[config.mk]
export PLATFORM = sky130hd
export DESIGN_NAME = id_ex_stage_flat
export DESIGN_NICKNAME = d
export VERILOG_FILES = /design/src/rtl/id_ex_stage_if.sv /design/src/rtl/id_ex_stage.sv /design/src/flat_wrapper.sv
export SDC_FILE = /design/constraint.sdc
export NUM_CORES = 1
export LEC_CHECK = 0
export ABC_AREA = 1
export CORE_AREA = 2 2 129 131
export CTS_CLUSTER_DIAMETER = 150
export DETAILED_ROUTE_END_ITERATION = 7
export DIE_AREA = 0 0 131 133
export PLACE_DENSITY = 0.81
export SYNTH_ARGS = -nofsm -noshare
export SYNTH_HDL_FRONTEND = slang
export SYNTH_SLANG_ARGS = --single-unit
[constraint.sdc]
create_clock -name clk -period 7.7 [get_ports clk]
set_clock_uncertainty 0.15 [all_clocks]
set_input_delay 1.155 -clock clk [delete_from_list [all_inputs] [get_ports clk]]
set_output_delay 1.155 -clock clk [all_outputs]
set_load 0.005 [all_outputs]
[src/rtl/id_ex_stage_if.sv]
// rtl/id_ex_stage_if.sv - decode/execute bundle for the ID/EX pipeline stage
//
// Purpose: carries the decode-stage control word and operands into the
// ID/EX register, the registered execute-side copies back out, the
// pipeline control inputs (flush, ex_hold) and the stall/bubble-count
// outputs.
//
// Modports:
//   master : drives *_d, rt_used_d, valid_d, flush, ex_hold;
//            observes *_e, valid_e, stall_f, stall_d, bubble_cnt
//   slave  : the ID/EX stage itself (mirror of master)
//
// Parameters: DATA_W (datapath width), REG_W (register-address width),
//             CNT_W (bubble-counter width)
interface id_ex_stage_if #(
  parameter int DATA_W = 32,
  parameter int REG_W  = 5,
  parameter int CNT_W  = 16
);
  // Decode side
  logic              regWrite_d, aluSrc_d, memWrite_d, memToReg_d, memRead_d, RegDst_d;
  logic [2:0]        aluControl_d;
  logic [DATA_W-1:0] rd1_d, rd2_d, imm_d, pc4_d;
  logic [REG_W-1:0]  rs_d, rt_d, rd_d;
  logic              rt_used_d;
  logic              valid_d;

  // Pipeline control
  logic              flush;
  logic              ex_hold;

  // Execute side
  logic              regWrite_e, aluSrc_e, memWrite_e, memToReg_e, memRead_e, RegDst_e;
  logic [2:0]        aluControl_e;
  logic [DATA_W-1:0] rd1_e, rd2_e, imm_e, pc4_e;
  logic [REG_W-1:0]  rs_e, rt_e, rd_e;
  logic              valid_e;

  // Stalls and statistics
  logic              stall_f, stall_d;
  logic [CNT_W-1:0]  bubble_cnt;

  modport master (
    output regWrite_d, aluSrc_d, memWrite_d, memToReg_d, memRead_d, RegDst_d,
           aluControl_d, rd1_d, rd2_d, imm_d, pc4_d, rs_d, rt_d, rd_d,
           rt_used_d, valid_d, flush, ex_hold,
    input  regWrite_e, aluSrc_e, memWrite_e, memToReg_e, memRead_e, RegDst_e,
           aluControl_e, rd1_e, rd2_e, imm_e, pc4_e, rs_e, rt_e, rd_e,
           valid_e, stall_f, stall_d, bubble_cnt
  );

  modport slave (
    input  regWrite_d, aluSrc_d, memWrite_d, memToReg_d, memRead_d, RegDst_d,
           aluControl_d, rd1_d, rd2_d, imm_d, pc4_d, rs_d, rt_d, rd_d,
           rt_used_d, valid_d, flush, ex_hold,
    output regWrite_e, aluSrc_e, memWrite_e, memToReg_e, memRead_e, RegDst_e,
           aluControl_e, rd1_e, rd2_e, imm_e, pc4_e, rs_e, rt_e, rd_e,
           valid_e, stall_f, stall_d, bubble_cnt
  );
endinterface

[src/rtl/id_ex_stage.sv]
// rtl/id_ex_stage.sv - ID/EX pipeline register with load-use hazard control
//
// Purpose: registers the decode control word and operands into EX, inserts
// a bubble on branch/jump flush or on a load-use hazard, freezes on
// ex_hold, and drives the PC and IF/ID stall lines combinationally.
//
// Ports:
//   clk  : clock, all state updates on the rising edge
//   rst  : asynchronous active-high reset
//   bus  : id_ex_stage_if.slave (decode inputs, execute outputs,
//          flush/ex_hold, stall_f/stall_d, bubble_cnt)
//
// Build option: ID_EX_HAZARD_EN enables load-use detection, bubble
// insertion and bubble_cnt. Without it the hazard term is 0 and
// bubble_cnt is tied to 0.
module id_ex_stage #(
  parameter int DATA_W = 32,
  parameter int REG_W  = 5,
  parameter int CNT_W  = 16
) (
  input logic          clk,
  input logic          rst,
  id_ex_stage_if.slave bus
);

  // Control word layout: {regWrite, aluSrc, memWrite, memToReg, memRead, RegDst, aluControl[2:0]}
  localparam int C_MEMREAD = 4;

  logic [8:0]        w_ctrl_d;
  logic [8:0]        r_ctrl;
  logic              r_valid;
  logic [DATA_W-1:0] r_rd1, r_rd2, r_imm, r_pc4;
  logic [REG_W-1:0]  r_rs, r_rt, r_rd;
  logic              w_hz;
  logic              w_bubble;

  assign w_ctrl_d = {bus.regWrite_d, bus.aluSrc_d, bus.memWrite_d, bus.memToReg_d,
                     bus.memRead_d, bus.RegDst_d, bus.aluControl_d};

`ifdef ID_EX_HAZARD_EN
  // Load in EX whose destination (rt) is read by the instruction in D.
  // $zero never creates a dependency; rt only counts when D actually reads it.
  assign w_hz = r_valid & r_ctrl[C_MEMREAD] & (r_rt != '0) & bus.valid_d &
                ((r_rt == bus.rs_d) | (bus.rt_used_d & (r_rt == bus.rt_d)));
`else
  assign w_hz = 1'b0;
`endif

  // Flush outranks hold; a hazard only bubbles when EX is free to advance.
  assign w_bubble = bus.flush | (~bus.ex_hold & w_hz);

  always_ff @(posedge clk or posedge rst) begin
    if (rst) begin
      r_ctrl  <= '0;
      r_valid <= 1'b0;
      r_rd1   <= '0;
      r_rd2   <= '0;
      r_imm   <= '0;
      r_pc4   <= '0;
      r_rs    <= '0;
      r_rt    <= '0;
      r_rd    <= '0;
    end else if (w_bubble) begin
      r_ctrl  <= '0;
      r_valid <= 1'b0;
      r_rd1   <= '0;
      r_rd2   <= '0;
      r_imm   <= '0;
      r_pc4   <= '0;
      r_rs    <= '0;
      r_rt    <= '0;
      r_rd    <= '0;
    end else if (!bus.ex_hold) begin
      // Invalid slots carry don't-care control from decode; force them inert.
      r_ctrl  <= bus.valid_d ? w_ctrl_d : 9'd0;
      r_valid <= bus.valid_d;
      r_rd1   <= bus.rd1_d;
      r_rd2   <= bus.rd2_d;
      r_imm   <= bus.imm_d;
      r_pc4   <= bus.pc4_d;
      r_rs    <= bus.rs_d;
      r_rt    <= bus.rt_d;
      r_rd    <= bus.rd_d;
    end
  end

`ifdef ID_EX_HAZARD_EN
  logic [CNT_W-1:0] r_bubble_cnt;

  always_ff @(posedge clk or posedge rst) begin
    if (rst) begin
      r_bubble_cnt <= '0;
    end else if (!bus.flush && !bus.ex_hold && w_hz && (r_bubble_cnt != {CNT_W{1'b1}})) begin
      r_bubble_cnt <= r_bubble_cnt + CNT_W'(1);
    end
  end

  assign bus.bubble_cnt = r_bubble_cnt;
`else
  assign bus.bubble_cnt = {CNT_W{1'b0}};
`endif

  assign bus.regWrite_e   = r_ctrl[8];
  assign bus.aluSrc_e     = r_ctrl[7];
  assign bus.memWrite_e   = r_ctrl[6];
  assign bus.memToReg_e   = r_ctrl[5];
  assign bus.memRead_e    = r_ctrl[C_MEMREAD];
  assign bus.RegDst_e     = r_ctrl[3];
  assign bus.aluControl_e = r_ctrl[2:0];
  assign bus.rd1_e        = r_rd1;
  assign bus.rd2_e        = r_rd2;
  assign bus.imm_e        = r_imm;
  assign bus.pc4_e        = r_pc4;
  assign bus.rs_e         = r_rs;
  assign bus.rt_e         = r_rt;
  assign bus.rd_e         = r_rd;
  assign bus.valid_e      = r_valid;

  // Purely combinational from registered EX state and current inputs:
  // no path from stall back into flush, so no loop.
  assign bus.stall_f = ~bus.flush & (bus.ex_hold | w_hz);
  assign bus.stall_d = ~bus.flush & (bus.ex_hold | w_hz);

endmodule

[src/flat_wrapper.sv]
// flat-port wrapper written by rule: the top's interface ports become plain ports
module id_ex_stage_flat 
#(
  parameter int DATA_W = 32,
  parameter int REG_W  = 5,
  parameter int CNT_W  = 16
)
  (clk, rst, bus_regWrite_d, bus_aluSrc_d, bus_memWrite_d, bus_memToReg_d, bus_memRead_d, bus_RegDst_d, bus_aluControl_d, bus_rd1_d, bus_rd2_d, bus_imm_d, bus_pc4_d, bus_rs_d, bus_rt_d, bus_rd_d, bus_rt_used_d, bus_valid_d, bus_flush, bus_ex_hold, bus_regWrite_e, bus_aluSrc_e, bus_memWrite_e, bus_memToReg_e, bus_memRead_e, bus_RegDst_e, bus_aluControl_e, bus_rd1_e, bus_rd2_e, bus_imm_e, bus_pc4_e, bus_rs_e, bus_rt_e, bus_rd_e, bus_valid_e, bus_stall_f, bus_stall_d, bus_bubble_cnt);
  id_ex_stage_if #(.DATA_W(DATA_W), .REG_W(REG_W), .CNT_W(CNT_W)) bus_i ();
  input logic clk;
  input logic rst;
  input wire logic [$bits(bus_i.regWrite_d)-1:0] bus_regWrite_d;
  input wire logic [$bits(bus_i.aluSrc_d)-1:0] bus_aluSrc_d;
  input wire logic [$bits(bus_i.memWrite_d)-1:0] bus_memWrite_d;
  input wire logic [$bits(bus_i.memToReg_d)-1:0] bus_memToReg_d;
  input wire logic [$bits(bus_i.memRead_d)-1:0] bus_memRead_d;
  input wire logic [$bits(bus_i.RegDst_d)-1:0] bus_RegDst_d;
  input wire logic [$bits(bus_i.aluControl_d)-1:0] bus_aluControl_d;
  input wire logic [$bits(bus_i.rd1_d)-1:0] bus_rd1_d;
  input wire logic [$bits(bus_i.rd2_d)-1:0] bus_rd2_d;
  input wire logic [$bits(bus_i.imm_d)-1:0] bus_imm_d;
  input wire logic [$bits(bus_i.pc4_d)-1:0] bus_pc4_d;
  input wire logic [$bits(bus_i.rs_d)-1:0] bus_rs_d;
  input wire logic [$bits(bus_i.rt_d)-1:0] bus_rt_d;
  input wire logic [$bits(bus_i.rd_d)-1:0] bus_rd_d;
  input wire logic [$bits(bus_i.rt_used_d)-1:0] bus_rt_used_d;
  input wire logic [$bits(bus_i.valid_d)-1:0] bus_valid_d;
  input wire logic [$bits(bus_i.flush)-1:0] bus_flush;
  input wire logic [$bits(bus_i.ex_hold)-1:0] bus_ex_hold;
  output wire logic [$bits(bus_i.regWrite_e)-1:0] bus_regWrite_e;
  output wire logic [$bits(bus_i.aluSrc_e)-1:0] bus_aluSrc_e;
  output wire logic [$bits(bus_i.memWrite_e)-1:0] bus_memWrite_e;
  output wire logic [$bits(bus_i.memToReg_e)-1:0] bus_memToReg_e;
  output wire logic [$bits(bus_i.memRead_e)-1:0] bus_memRead_e;
  output wire logic [$bits(bus_i.RegDst_e)-1:0] bus_RegDst_e;
  output wire logic [$bits(bus_i.aluControl_e)-1:0] bus_aluControl_e;
  output wire logic [$bits(bus_i.rd1_e)-1:0] bus_rd1_e;
  output wire logic [$bits(bus_i.rd2_e)-1:0] bus_rd2_e;
  output wire logic [$bits(bus_i.imm_e)-1:0] bus_imm_e;
  output wire logic [$bits(bus_i.pc4_e)-1:0] bus_pc4_e;
  output wire logic [$bits(bus_i.rs_e)-1:0] bus_rs_e;
  output wire logic [$bits(bus_i.rt_e)-1:0] bus_rt_e;
  output wire logic [$bits(bus_i.rd_e)-1:0] bus_rd_e;
  output wire logic [$bits(bus_i.valid_e)-1:0] bus_valid_e;
  output wire logic [$bits(bus_i.stall_f)-1:0] bus_stall_f;
  output wire logic [$bits(bus_i.stall_d)-1:0] bus_stall_d;
  output wire logic [$bits(bus_i.bubble_cnt)-1:0] bus_bubble_cnt;
  assign bus_i.regWrite_d = bus_regWrite_d;
  assign bus_i.aluSrc_d = bus_aluSrc_d;
  assign bus_i.memWrite_d = bus_memWrite_d;
  assign bus_i.memToReg_d = bus_memToReg_d;
  assign bus_i.memRead_d = bus_memRead_d;
  assign bus_i.RegDst_d = bus_RegDst_d;
  assign bus_i.aluControl_d = bus_aluControl_d;
  assign bus_i.rd1_d = bus_rd1_d;
  assign bus_i.rd2_d = bus_rd2_d;
  assign bus_i.imm_d = bus_imm_d;
  assign bus_i.pc4_d = bus_pc4_d;
  assign bus_i.rs_d = bus_rs_d;
  assign bus_i.rt_d = bus_rt_d;
  assign bus_i.rd_d = bus_rd_d;
  assign bus_i.rt_used_d = bus_rt_used_d;
  assign bus_i.valid_d = bus_valid_d;
  assign bus_i.flush = bus_flush;
  assign bus_i.ex_hold = bus_ex_hold;
  assign bus_regWrite_e = bus_i.regWrite_e;
  assign bus_aluSrc_e = bus_i.aluSrc_e;
  assign bus_memWrite_e = bus_i.memWrite_e;
  assign bus_memToReg_e = bus_i.memToReg_e;
  assign bus_memRead_e = bus_i.memRead_e;
  assign bus_RegDst_e = bus_i.RegDst_e;
  assign bus_aluControl_e = bus_i.aluControl_e;
  assign bus_rd1_e = bus_i.rd1_e;
  assign bus_rd2_e = bus_i.rd2_e;
  assign bus_imm_e = bus_i.imm_e;
  assign bus_pc4_e = bus_i.pc4_e;
  assign bus_rs_e = bus_i.rs_e;
  assign bus_rt_e = bus_i.rt_e;
  assign bus_rd_e = bus_i.rd_e;
  assign bus_valid_e = bus_i.valid_e;
  assign bus_stall_f = bus_i.stall_f;
  assign bus_stall_d = bus_i.stall_d;
  assign bus_bubble_cnt = bus_i.bubble_cnt;
  id_ex_stage #(.DATA_W(DATA_W), .REG_W(REG_W), .CNT_W(CNT_W)) u_core (.clk(clk), .rst(rst), .bus(bus_i));
endmodule
# After elaboration in Yosys (flattened, before gate mapping)
# Cells that the tools add are included.
# word_totals
ff_bits,153
inputBits,158
output_inout_bits,171
word_cells,31
# classes
eq_ne,1
n_mux,19
bitwise_logic,2
# op_table
cell,count
$mux 32,8
$mux 5,6
$mux 9,3
$mux 1,2
$ne 2x2->1 const B,1
$and 1x1->1,1
$not 1->1,1

# Depth between registers and ports, before layout
# logic_depth
ltp_word,3
mapped_depth,6

# Least setup slack after synthesis
# OpenSTA, ideal clock, no wires.
# synth_timing
path_kind,input -> output
start,in bus_ex_hold
end,out bus_stall_f
t_arrival_ns,1.805
required_time_ns,6.395
slack_ns,4.590
cell_stages,4
path_cell_list,inv_2 > nor2_4 > clkbuf_1 > buf_4
# synth_between
elab_chain_cells,1
# synth_lines
item,line_no,text
"start, declared",flat_wrapper.sv:29,input wire logic [$bits(bus_i.ex_hold)-1:0] bus_ex_hold;
$and 1x1->1,-,
"end, declared",flat_wrapper.sv:45,output wire logic [$bits(bus_i.stall_f)-1:0] bus_stall_f;
# No other way between the ends.

# Final worst setup path
# layout_timing
start,in bus_ex_hold
end,out bus_stall_f
# layout_between
elab_chain_cells,1
# layout_lines
item,line_no,text
$and 1x1->1,id_ex_stage.sv:121,assign bus.stall_f = ~bus.flush & (bus.ex_hold | w_hz);
# No other way between the ends.

==> flow_metrics.env <==
export IMPL_grt_usage=0.1903
export IMPL_power_switching_w=0.0004706
export IMPL_n_fill_cell=1375
export IMPL_antenna_found_initial=0
export IMPL_gp_congestion=0.7659
export IMPL_synthTopCellsByArea="dfrtp_1 65%, nand2_1 29%, buf_4 2.4%"
export IMPL_crit_top_cell="clkdlybuf4s50_1"
export IMPL_leakagePower_nw=4.798
export IMPL_drive_above_1_share=0.03779
export IMPL_finalSetupViolations=0
export IMPL_grt_overflow=0
export IMPL_first_pass_iters=4
export IMPL_powerDensity_nw_per_um2=200.1
export IMPL_critical_path_max_stage_delay_ns=0.55
export IMPL_worstHoldStart="u_core.bus.imm_e[21]$_DFFE_PP0P_"
export IMPL_crit_type="in -> out"
export IMPL_viasPerCell=4.364
export IMPL_critPathBufInv=3
export IMPL_htree_levels=4
export IMPL_wl_per_cell_um=13.83
export IMPL_grt_pass1_wl_um=25700
export IMPL_synthDominantCellAreaShare=0.6518
export IMPL_drc_errors=0
export IMPL_path_cells="clkdlybuf4s50_1 > inv_2 > nor2_4 > clkdlybuf4s50_1"
export IMPL_port_buffers=311
export IMPL_vias=5233
export IMPL_insertion_delay_ns=0.41
export IMPL_power_total_w=0.001930
export IMPL_swShare=0.2439
export IMPL_yosysWarnings=0
export IMPL_slew_headroom=0.3810
export IMPL_final_area_um2=9643
export IMPL_clockBufferDepth=2
export IMPL_r2r_cells=2
export IMPL_ir_drop_mv=0.1440
export IMPL_tightestPinTransition_ns=0.9285
export IMPL_status="finished clean"
export IMPL_die_area_um2=17420
export IMPL_antenna_diode_count=0
export IMPL_pwr_share_seq=0.451
export IMPL_crit_fanout=4
export IMPL_finalCriticalPeriod_ns=3.791
export IMPL_cts_clk_slew_worst_paths_ns=0.06
export IMPL_pin_count=329
export IMPL_seqCellArea_um2=3829
export IMPL_cpMaxStageDelayCell="clkdlybuf4s50_1"
export IMPL_r2r_end="u_core.r_ctrl[6]$_DFFE_PP0P_"
export IMPL_post_cts_buffers=0
export IMPL_netlist_instances=667
export IMPL_netlist_area_um2=5874
export IMPL_netlist_cell_type_count=12
export IMPL_grt_max_degree=153
export IMPL_min_delay_path_depth=2
export IMPL_final_util=0.5963
export IMPL_rsz0062_at_grt="no"
export IMPL_synth_seq_area_share=0.6518
export IMPL_crit_family="buffers and inverters"
export IMPL_cts_root_buf="clkbuf_16"
export IMPL_worst_setup_path_start_kind="input port"
export IMPL_initial_core_util=0.3632
export IMPL_ys_ff_latch=153
export IMPL_worstHoldEndpoint="u_core.bus.imm_e[21]$_DFFE_PP0P_"
export IMPL_cp_required_ns=6.39
export IMPL_coreArea_um2=16170
export IMPL_ant_nets=0
export IMPL_area_growth_pct=64.15
export IMPL_p_comb_frac=0.138
export IMPL_fin_crit_sh=0.4923
export IMPL_report_final_hold_viol_count=0
export IMPL_clock_sinks=153
export IMPL_row_count=47
export IMPL_finalWirelength_um=16590
export IMPL_tns_ns=0
export IMPL_multi_input_area_um2=1817
export IMPL_cts_buffers_inserted=17
export IMPL_cts_resized=0
export IMPL_drv_cap=0
export IMPL_hpwl_um=11310
export IMPL_placed_area_um2=9089
export IMPL_regToRegSetupSlack_ns=6.90
export IMPL_syn_avg_cell_area_um2=8.807
export IMPL_fp_dieH_um=133
export IMPL_first_iter_violations=267
export IMPL_hold_slack_ns=0.3184
export IMPL_cp_end_kind="primary output"
export IMPL_fmax_mhz=263.8
export IMPL_yosys_area_top_type="dfrtp_1"
export IMPL_die_w_um=131
export IMPL_cts_tree="built"
export IMPL_grt_pass1_vias=5036
export IMPL_hp_class="reg -> reg"
export IMPL_cts_hold_buf=0
export IMPL_clock_power_share=0.411
export IMPL_finalNetCount=1124
export IMPL_finalMaxSlewViolations=0
export IMPL_internal_power_w=0.001459
export IMPL_cp_arrival_ns=2.49
export IMPL_r2r_start="u_core.r_ctrl[6]$_DFFE_PP0P_"
-- per-layer routing --
metal	vias up	GRT usage	wire (µm)
li1	2569	-	-
met5	-	0	0
met2	227	0.3028	7844
met4	0	0.06856	322
met3	20	0.08734	1926
met1	2417	0.2257	6494
-- synthesized netlist by cell type --
library cell / number
buf_1: 1
inv_2: 1
buf_2: 19
buf_4: 19
inv_1: 1
nor2_4: 1
conb_1: 1
clkbuf_1: 11
dfrtp_1: 153
nor2_2: 1
nand3_1: 9
nand2_1: 450
-- cell usage in the layout, fill, tap and decap left out, drive strengths merged --
master           n
inv              6
bufinv           1
conb            16
clkinvlp         7
clkdlybuf4s50  311
buf              4
nand2          450
nand3            9
dfrtp          153
nor2             2
clkbuf          20
-- area by class of cell --
cell class,count,area share
well taps,220,0.02855
multi-input cells,477,0.1884
repair buffers,315,0.3272
clock inverters,12,0.01220
flip-flops and latches,153,0.3970
clock buffers,20,0.04528
inverters,2,0.001298
-- worst register-to-register path: stages (launching register included) --
cell and delay, ns:
dfrtp_1 0.39, nand2_1 0.07, nand2_1 0.08
-- power by group through the flow --
stage	combinational (W)	clock (W)	sequential [W]
6_report	0.000266	0.000793	0.000871
3_3_place_gp	0.000267	0	0.000883
2_1_floorplan	0.0000775	0	0.000889
3_5_place_dp	0.000270	0	0.000885
4_1_cts	0.000271	0.000812	0.000871
5_1_grt	0.000293	0.000844	0.000876
-- metrics by stage --
step	cells	setup WS (ns)
5_1_grt	1199	3.864
2_1_floorplan	682	2.274
4_1_cts	1199	3.878
3_3_place_gp	1167	3.896
3_5_place_dp	1167	3.880
6_report	1199	3.909
-- kinds of logic after synthesis --
kind of cell,count (synthesis),share of synthesized area
buf+inv,52,0.04941
flops,153,0.6518
other cells,1,0.0006384
simple gates,461,0.2982
-- how the worst max path moves through the flow --
stage                start                               to  slack, ns  depth (start not counted)
5_1_grt        bus_ex_hold                      bus_stall_f       3.86                          4
6_report       bus_ex_hold                      bus_stall_f       3.91                          4
4_1_cts        bus_ex_hold                      bus_stall_f       3.88                          4
3_5_place_dp   bus_ex_hold                      bus_stall_f       3.88                          4
3_3_place_gp   bus_ex_hold                      bus_stall_f       3.90                          4
2_1_floorplan          rst  u_core.bus.imm_e[0]$_DFFE_PP0P_       2.27                          1
-- registers in the layout, summed over array words and instances (netlist names) --
register	cells
u_core.bus.rt_e	5
u_core.bus.rd_e	5
u_core.bus.pc4_e	32
u_core.bus.rd1_e	32
u_core.r_ctrl	9
u_core.bus.rs_e	5
u_core.bus.rd2_e	32
u_core.bus.imm_e	32
u_core.bus.valid_e	1
No activity file was read; power rests on OpenSTA's default activity.
